### src/rtl/rs232_rx.sv
// RS-232 receiver: 8 data bits LSB first, 1 stop bit, mid-bit sampling off a 2-flop synchronizer.
// Define RS232_RX_PARITY_EN to add one even-parity bit between the data and stop bits.
module rs232_rx #(
    parameter int CLK_REF   = 100,
    parameter int BAUD_RATE = 115200
) (
    input  logic       clk_ref,
    input  logic       rst,
    input  logic       i_rx_pin,
    output logic [7:0] o_rx_dat,
    output logic       o_rx_valid,
    output logic       o_rx_frame_err,
    output logic       o_rx_parity_err,
    output logic       o_rx_busy
);

    localparam int BIT_CNT  = CLK_REF * 1000000 / BAUD_RATE;
    localparam int HALF_CNT = BIT_CNT / 2;
    localparam int CW       = $clog2(BIT_CNT);

    typedef enum logic [2:0] {
        StIdle,
        StStart,
        StData,
`ifdef RS232_RX_PARITY_EN
        StParity,
`endif
        StStop
    } state_e;

    state_e          state_q, state_d;
    logic [1:0]      sync_q;
    logic            prev_q;
    logic [CW-1:0]   cnt_q, cnt_d;
    logic [2:0]      bit_q, bit_d;
    logic [7:0]      shift_q, shift_d;
    logic [7:0]      dat_q, dat_d;
    logic            valid_q, valid_d;
    logic            ferr_q, ferr_d;
    logic            rx;
    logic            fall;
    logic            at_bit;
    logic            par_bad;

`ifdef RS232_RX_PARITY_EN
    logic            par_bad_q, par_bad_d;
    logic            perr_q, perr_d;
    assign par_bad = par_bad_q;
`else
    assign par_bad = 1'b0;
`endif

    assign rx     = sync_q[1];
    assign fall   = prev_q & ~rx;
    assign at_bit = (cnt_q == CW'(BIT_CNT - 1));

    always_comb begin
        state_d  = state_q;
        cnt_d    = at_bit ? '0 : cnt_q + CW'(1);
        bit_d    = bit_q;
        shift_d  = shift_q;
        dat_d    = dat_q;
        valid_d  = 1'b0;
        ferr_d   = 1'b0;
`ifdef RS232_RX_PARITY_EN
        par_bad_d = par_bad_q;
        perr_d    = 1'b0;
`endif
        unique case (state_q)
            StIdle: begin
                cnt_d = '0;
                bit_d = '0;
                if (fall) state_d = StStart;
            end
            StStart: begin
                // Mid start bit: a line back high means the edge was a glitch.
                if (cnt_q == CW'(HALF_CNT - 1)) begin
                    cnt_d   = '0;
                    state_d = rx ? StIdle : StData;
                end
            end
            StData: begin
                if (at_bit) begin
                    shift_d = {rx, shift_q[7:1]};
                    bit_d   = bit_q + 3'd1;
                    if (bit_q == 3'd7) begin
`ifdef RS232_RX_PARITY_EN
                        state_d = StParity;
`else
                        state_d = StStop;
`endif
                    end
                end
            end
`ifdef RS232_RX_PARITY_EN
            StParity: begin
                if (at_bit) begin
                    par_bad_d = rx ^ (^shift_q);
                    state_d   = StStop;
                end
            end
`endif
            StStop: begin
                if (at_bit) begin
                    state_d = StIdle;
                    ferr_d  = ~rx;
`ifdef RS232_RX_PARITY_EN
                    perr_d  = par_bad;
`endif
                    if (rx && !par_bad) begin
                        dat_d   = shift_q;
                        valid_d = 1'b1;
                    end
                end
            end
            default: state_d = StIdle;
        endcase
    end

    always_ff @(posedge clk_ref) begin
        if (rst) begin
            state_q <= StIdle;
            sync_q  <= 2'b11;
            prev_q  <= 1'b1;
            cnt_q   <= '0;
            bit_q   <= '0;
            shift_q <= '0;
            dat_q   <= '0;
            valid_q <= 1'b0;
            ferr_q  <= 1'b0;
`ifdef RS232_RX_PARITY_EN
            par_bad_q <= 1'b0;
            perr_q    <= 1'b0;
`endif
        end else begin
            state_q <= state_d;
            sync_q  <= {sync_q[0], i_rx_pin};
            prev_q  <= rx;
            cnt_q   <= cnt_d;
            bit_q   <= bit_d;
            shift_q <= shift_d;
            dat_q   <= dat_d;
            valid_q <= valid_d;
            ferr_q  <= ferr_d;
`ifdef RS232_RX_PARITY_EN
            par_bad_q <= par_bad_d;
            perr_q    <= perr_d;
`endif
        end
    end

    assign o_rx_dat       = dat_q;
    assign o_rx_valid     = valid_q;
    assign o_rx_frame_err = ferr_q;
    assign o_rx_busy      = (state_q != StIdle);
`ifdef RS232_RX_PARITY_EN
    assign o_rx_parity_err = perr_q;
`else
    assign o_rx_parity_err = 1'b0;
`endif

endmodule
### config.mk
export PLATFORM = sky130hd
export DESIGN_NAME = rs232_rx
export DESIGN_NICKNAME = d
export VERILOG_FILES = /design/src/rtl/rs232_rx.sv
export SDC_FILE = /design/constraint.sdc
export NUM_CORES = 1
export LEC_CHECK = 0
export CORE_MARGIN = 4
export CORE_UTILIZATION = 55
export CTS_CLUSTER_DIAMETER = 80
export DETAILED_ROUTE_END_ITERATION = 8
export PLACE_DENSITY = 0.77
export SYNTH_ARGS = -nofsm -noshare
export SYNTH_HDL_FRONTEND = slang
export SYNTH_SLANG_ARGS = --single-unit
### constraint.sdc
create_clock -name clk_ref -period 2.31 [get_ports clk_ref]
set_clock_uncertainty 0.1 [all_clocks]
set_input_delay 0.693 -clock clk_ref [delete_from_list [all_inputs] [get_ports clk_ref]]
set_output_delay 0.693 -clock clk_ref [all_outputs]
set_load 0.005 [all_outputs]
# ---- Word level (Yosys, flattened, before mapping)
# Index checks and enable logic that the tools add are counted.
dict set report op_classes {
  mux 13
  n_eq_ne 11
  bitwise 4
  add_sub_neg 2
  reduce_logical 8
}
# operator n
set op_table {}
lappend op_table {{two-way mux 10 bit} 2}
lappend op_table {{one-hot mux 10 bit (2 select lines)} 1}
lappend op_table {{two-way mux 3 bit} 6}
lappend op_table {{one-hot mux 3 bit (4 select lines)} 1}
lappend op_table {{adder 10 x 1 -> 10 bit, second input constant} 1}
lappend op_table {{== test 10 bit, second input constant} 1}
lappend op_table {{== test 10 x 9 -> 1 bit, second input constant} 1}
lappend op_table {{!= test 2 bit, second input constant} 5}
lappend op_table {{== test 3 x 2 -> 1 bit, second input constant} 2}
lappend op_table {{one-hot mux 3 bit (2 select lines)} 1}
lappend op_table {{AND reduction 5 bit} 1}
lappend op_table {{AND reduction 2 bit} 2}
lappend op_table {{adder 3 x 1 -> 3 bit, second input constant} 1}
lappend op_table {{== test 3 x 1 -> 1 bit, second input constant} 1}
lappend op_table {{== test 3 bit, second input constant} 1}
lappend op_table {{logical NOT 3 bit} 1}
lappend op_table {{inverter 1 bit} 3}
lappend op_table {{AND reduction 3 bit} 1}
lappend op_table {{nonzero test 3 bit} 1}
lappend op_table {{OR reduction 3 bit} 1}
lappend op_table {{two-way mux 2 bit} 1}
lappend op_table {{nonzero test 2 bit} 1}
lappend op_table {{AND 1 bit} 1}
lappend op_table {{two-way mux 1 bit} 1}
dict set report word_totals {
  regBits 37
  wordCells 47
}

# ---- Depth between registers and ports, before layout
# Gate-level depths: netlist of run 1.
dict set report logic_depth {
  depth_word 4
  depth_mapped 7
}

# ---- Worst setup path after synthesis of run 1
# Ideal clock, no wire load.
dict set report synth_path {
  path_kind {reg-to-reg}
  start {register cnt_q[2]}
  end {register bit_q[0]}
  n_path_buf 2
  stages_incl_launch_ff 7
  t_required_ns 2.136
  arrival_time_ns 1.814
  setup_ns 0.074
  setup_slack_ns 0.321
  path_cell_list {dfxtp_1 > or3b_1 > buf_6 > or3_1 > buf_2 > or3_1 > a31oi_1}
}
dict set report synth_via {
  elab_chain_len 3
}
# element line_no
set synth_lines {}
lappend synth_lines {{from (decl)} 34} ;# logic [CW-1:0] cnt_q, cnt_d;
lappend synth_lines {{from (signal assigned)} 139} ;# cnt_q <= cnt_d;
lappend synth_lines {{== test 10 bit} 55} ;# assign at_bit = (cnt_q == CW'(BIT_CNT - 1));
lappend synth_lines {{!= test 2 bit (no line)} n/a}
lappend synth_lines {{AND reduction 2 bit (no line)} n/a}
lappend synth_lines {{to (signal assigned)} 140} ;# bit_q <= bit_d;
lappend synth_lines {{to (decl)} 35} ;# logic [2:0] bit_q, bit_d;
# No other way between the ends.
# A chain may end at the register's enable or synchronous reset.

# ---- Final worst setup path of run 1
dict set report layout_path {
  start {register state_q[1]}
  end {output port o_rx_busy}
}
dict set report layout_via {
  elab_chain_len 1
}
# element line_no
set layout_lines {}
lappend layout_lines {{from (decl)} 31} ;# state_e state_q, state_d;
lappend layout_lines {{from (signal assigned)} 122} ;# state_q <= StIdle;
lappend layout_lines {{from (signal assigned)} 136} ;# state_q <= state_d;
lappend layout_lines {{nonzero test 3 bit} 155} ;# assign o_rx_busy = (state_q != StIdle);
lappend layout_lines {{to (decl)} 14} ;# output logic o_rx_busy
# No other way between the ends.

==> flow_summary.json, run 1 <==
{
  "status": "completed",
  "cts_buffers": 5,
  "path_buf_inv": 1,
  "die_area_mm2": 0.00364,
  "grt_pass1_wl_um": 4950,
  "die_w_um": 60.4,
  "fmax_mhz": 460,
  "syn_inst": 155,
  "grt_pass1_vias": 1130,
  "yosysTopAreaCellShare_pct": 47.8,
  "ant_nets": 0,
  "crit_start": "state_q[1]$_SDFFE_PP0P_",
  "synth.distinct_cells": 32,
  "postCtsSetupBuffers": 0,
  "clock_latency_ps": 330,
  "start_util_pct": 59.2,
  "syn_nets": 162,
  "clockBufferDepth": 2,
  "finalWirelength_um": 2770,
  "min_path_type": "flop to flop",
  "clock_sinks": 36,
  "place_congestion": 0.819,
  "startpoint_type": "flop",
  "finalNonFillerCells": 206,
  "fp-row-count": 18,
  "r2r-end": "bit_q[0]$_SDFFE_PP0P_",
  "wire_per_inst_um": 13.4,
  "ys.flop_type": "dfxtp_1",
  "clkTransAtPathRegs_ps": 100,
  "dp_hpwl_um": 2010,
  "drt_iter0_drc": 40,
  "cp_max_fo": 2,
  "mostFrequentLayoutCell": "dfxtp_1",
  "cp_num_cells": 2,
  "core_area_mm2": 0.00254,
  "crit_path_end": "o_rx_busy",
  "syn_area_mm2": 0.00151,
  "ys_warn_count": 0,
  "syn_area_per_cell_um2": 9.73,
  "path_cells": "or2_2 -> clkdlybuf4s50_1",
  "endpoint_kind": "output port",
  "cts-root-buf": "clkbuf_4",
  "fp.dieH_um": 60.4,
  "period_minus_slack_ps": 2170,
  "via_count": 1129,
  "drive_above_1_share_pct": 13.6,
  "grt_max_degree": 14,
  "routed_via_density": 5.48,
  "hold_buffers": 0,
  "htreeDepth": 2,
  "vdd_drop_max_v": 0.000479,
  "total_power_mw": 1.08,
  "p_per_area_mw_per_mm2": 610,
  "diodes": 0,
  "p_leak_nw": 0.623,
  "yosysTopAreaCell": "dfxtp_1",
  "cp.arrival_ps": 1380,
  "grt_overflow": 0,
  "cpMaxStageDelayCell": "clkdlybuf4s50_1",
  "num_io_pins": 15,
  "ys_seq_area_share_pct": 47.8,
  "setup_viol": 0,
  "period_share_pct": 94.1,
  "path_delay_family": "buffers and inverters",
  "drt-pass1-iter-count": 4,
  "maxCapViolations": 0,
  "async_flop_share_pct": 0,
  "yosys-top-cells-area": "dfxtp_1, mux2i_1, nor2_1",
  "whs_ps": 323,
  "post-place-cells": 198,
  "r2r-start": "cnt_q[2]$_SDFF_PP0_",
  "layout.nets": 182,
  "port_buffers": 13,
  "cts_tree": "built",
  "crit_required_ps": 1520,
  "fin_tns_setup_ps": 0,
  "grt_use_total_pct": 18.7,
  "final_cell_mix": "dfxtp_1, nor2_1, mux2i_1",
  "drc": 0,
  "synth_seq_cells": 36,
  "hp-start": "sync_q[0]$_SDFF_PP1_",
  "crit_type": "flop to output port",
  "rr_worst_depth": 4,
  "synth-edff-count": 0,
  "max_stage_delay_ps": 440,
  "antenna_found_initial": 0,
  "grt_setup_unrepaired": "false",
  "hold_violations": 0,
  "syn_to_final_growth_pct": 17.5,
  "reg2reg_slack_ps": 320,
  "maxSlewViolCount": 0,
  "cts_resized": 0
}
==> state kept, by name (all words and copies together) (netlist names) <==
register / count
bit_q: 3
cnt_q: 10
o_rx_dat: 8
o_rx_frame_err: 1
o_rx_valid: 1
prev_q: 1
shift_q: 8
state_q: 2
sync_q: 2
==> synthesized netlist by cell type, drive strengths merged (2+ instances only) <==
| cell | instances |
|---|---|
| dfxtp | 36 |
| nor2 | 28 |
| mux2i | 17 |
| nand2 | 8 |
| nand3 | 7 |
| clkbuf | 5 |
| or2 | 5 |
| xor2 | 5 |
| buf | 4 |
| ha | 4 |
| nand2b | 4 |
| nor3 | 4 |
| nor4 | 4 |
| a31oi | 3 |
| nand4b | 3 |
| xnor2 | 3 |
| inv | 2 |
| or3 | 2 |
==> kinds of logic after synthesis <==
group | after synthesis | synth area share (%)
buffers and inverters | 11 | 3.65
AND/OR/NAND/NOR | 69 | 24.6
XOR/XNOR | 8 | 4.65
other | 1 | 0.249
flip-flops | 36 | 47.8
adder cells (fa/ha/maj) | 4 | 3.32
multiplexers | 17 | 11.3
AO/OA/AOI/OAI | 9 | 4.40
==> power by group <==
part	switching (mW)	total (mW)	leakage [nW]	internal [mW]
registers	0.00225	0.626	0.291	0.624
clock network	0.199	0.425	0.0422	0.227
logic	0.0149	0.0287	0.290	0.0137
==> worst min-delay path by stage <==
stage | cells past startpoint | end
finish | 1 | sync_q[1]$_SDFF_PP1_
CTS | 1 | sync_q[1]$_SDFF_PP1_
global route | 1 | sync_q[1]$_SDFF_PP1_
floorplan | 1 | sync_q[1]$_SDFF_PP1_
global placement | 1 | sync_q[1]$_SDFF_PP1_
detailed placement | 1 | sync_q[1]$_SDFF_PP1_
==> routing by layer <==
metal  global-route usage, %  part of all wire, %
met1                    21.0                   44
met2                    30.6                   49
met4                    11.4                  3.1
met3                    6.38                  4.5
met5                       0                    0
==> stage by stage <==
step           setup WS, ps  util, %  instance area, um^2
6_report                136     69.6                 1770
5_1_grt                55.1     69.6                 1770
4_1_cts                 113     69.6                 1770
3_5_place_dp            345     66.6                 1700
3_3_place_gp            392     66.6                 1700
2_1_floorplan           321        -                 1510
==> worst register-to-register path, delay by kind of cell (launching register included) <==
kind | cells | cell delay [ps]
flops | 1 | 360
simple gates | 3 | 1310
compound gates | 1 | 160
==> layout make-up <==
type                    count  area, um^2
inverters                   2        7.51
fillers                   215         773
well taps                  30        37.5
multi-input cells         108         732
clock buffers               6        41.3
flip-flops and latches     36         721
clock inverters             2        35.0
repair buffers             22         198
No activity file was read; power rests on OpenSTA's default activity.
==> run 2: changes to the inputs <==
--- a/config.mk
+++ b/config.mk
@@ -10,6 +10,7 @@
 export CTS_CLUSTER_DIAMETER = 80
 export DETAILED_ROUTE_END_ITERATION = 8
 export PLACE_DENSITY = 0.77
+export SKIP_LAST_GASP = 1
 export SYNTH_ARGS = -nofsm -noshare
 export SYNTH_HDL_FRONTEND = slang
 export SYNTH_SLANG_ARGS = --single-unit
==> results of run 2 <==
Same layout as run 1: the final DEF is identical, and so are final timing and power.
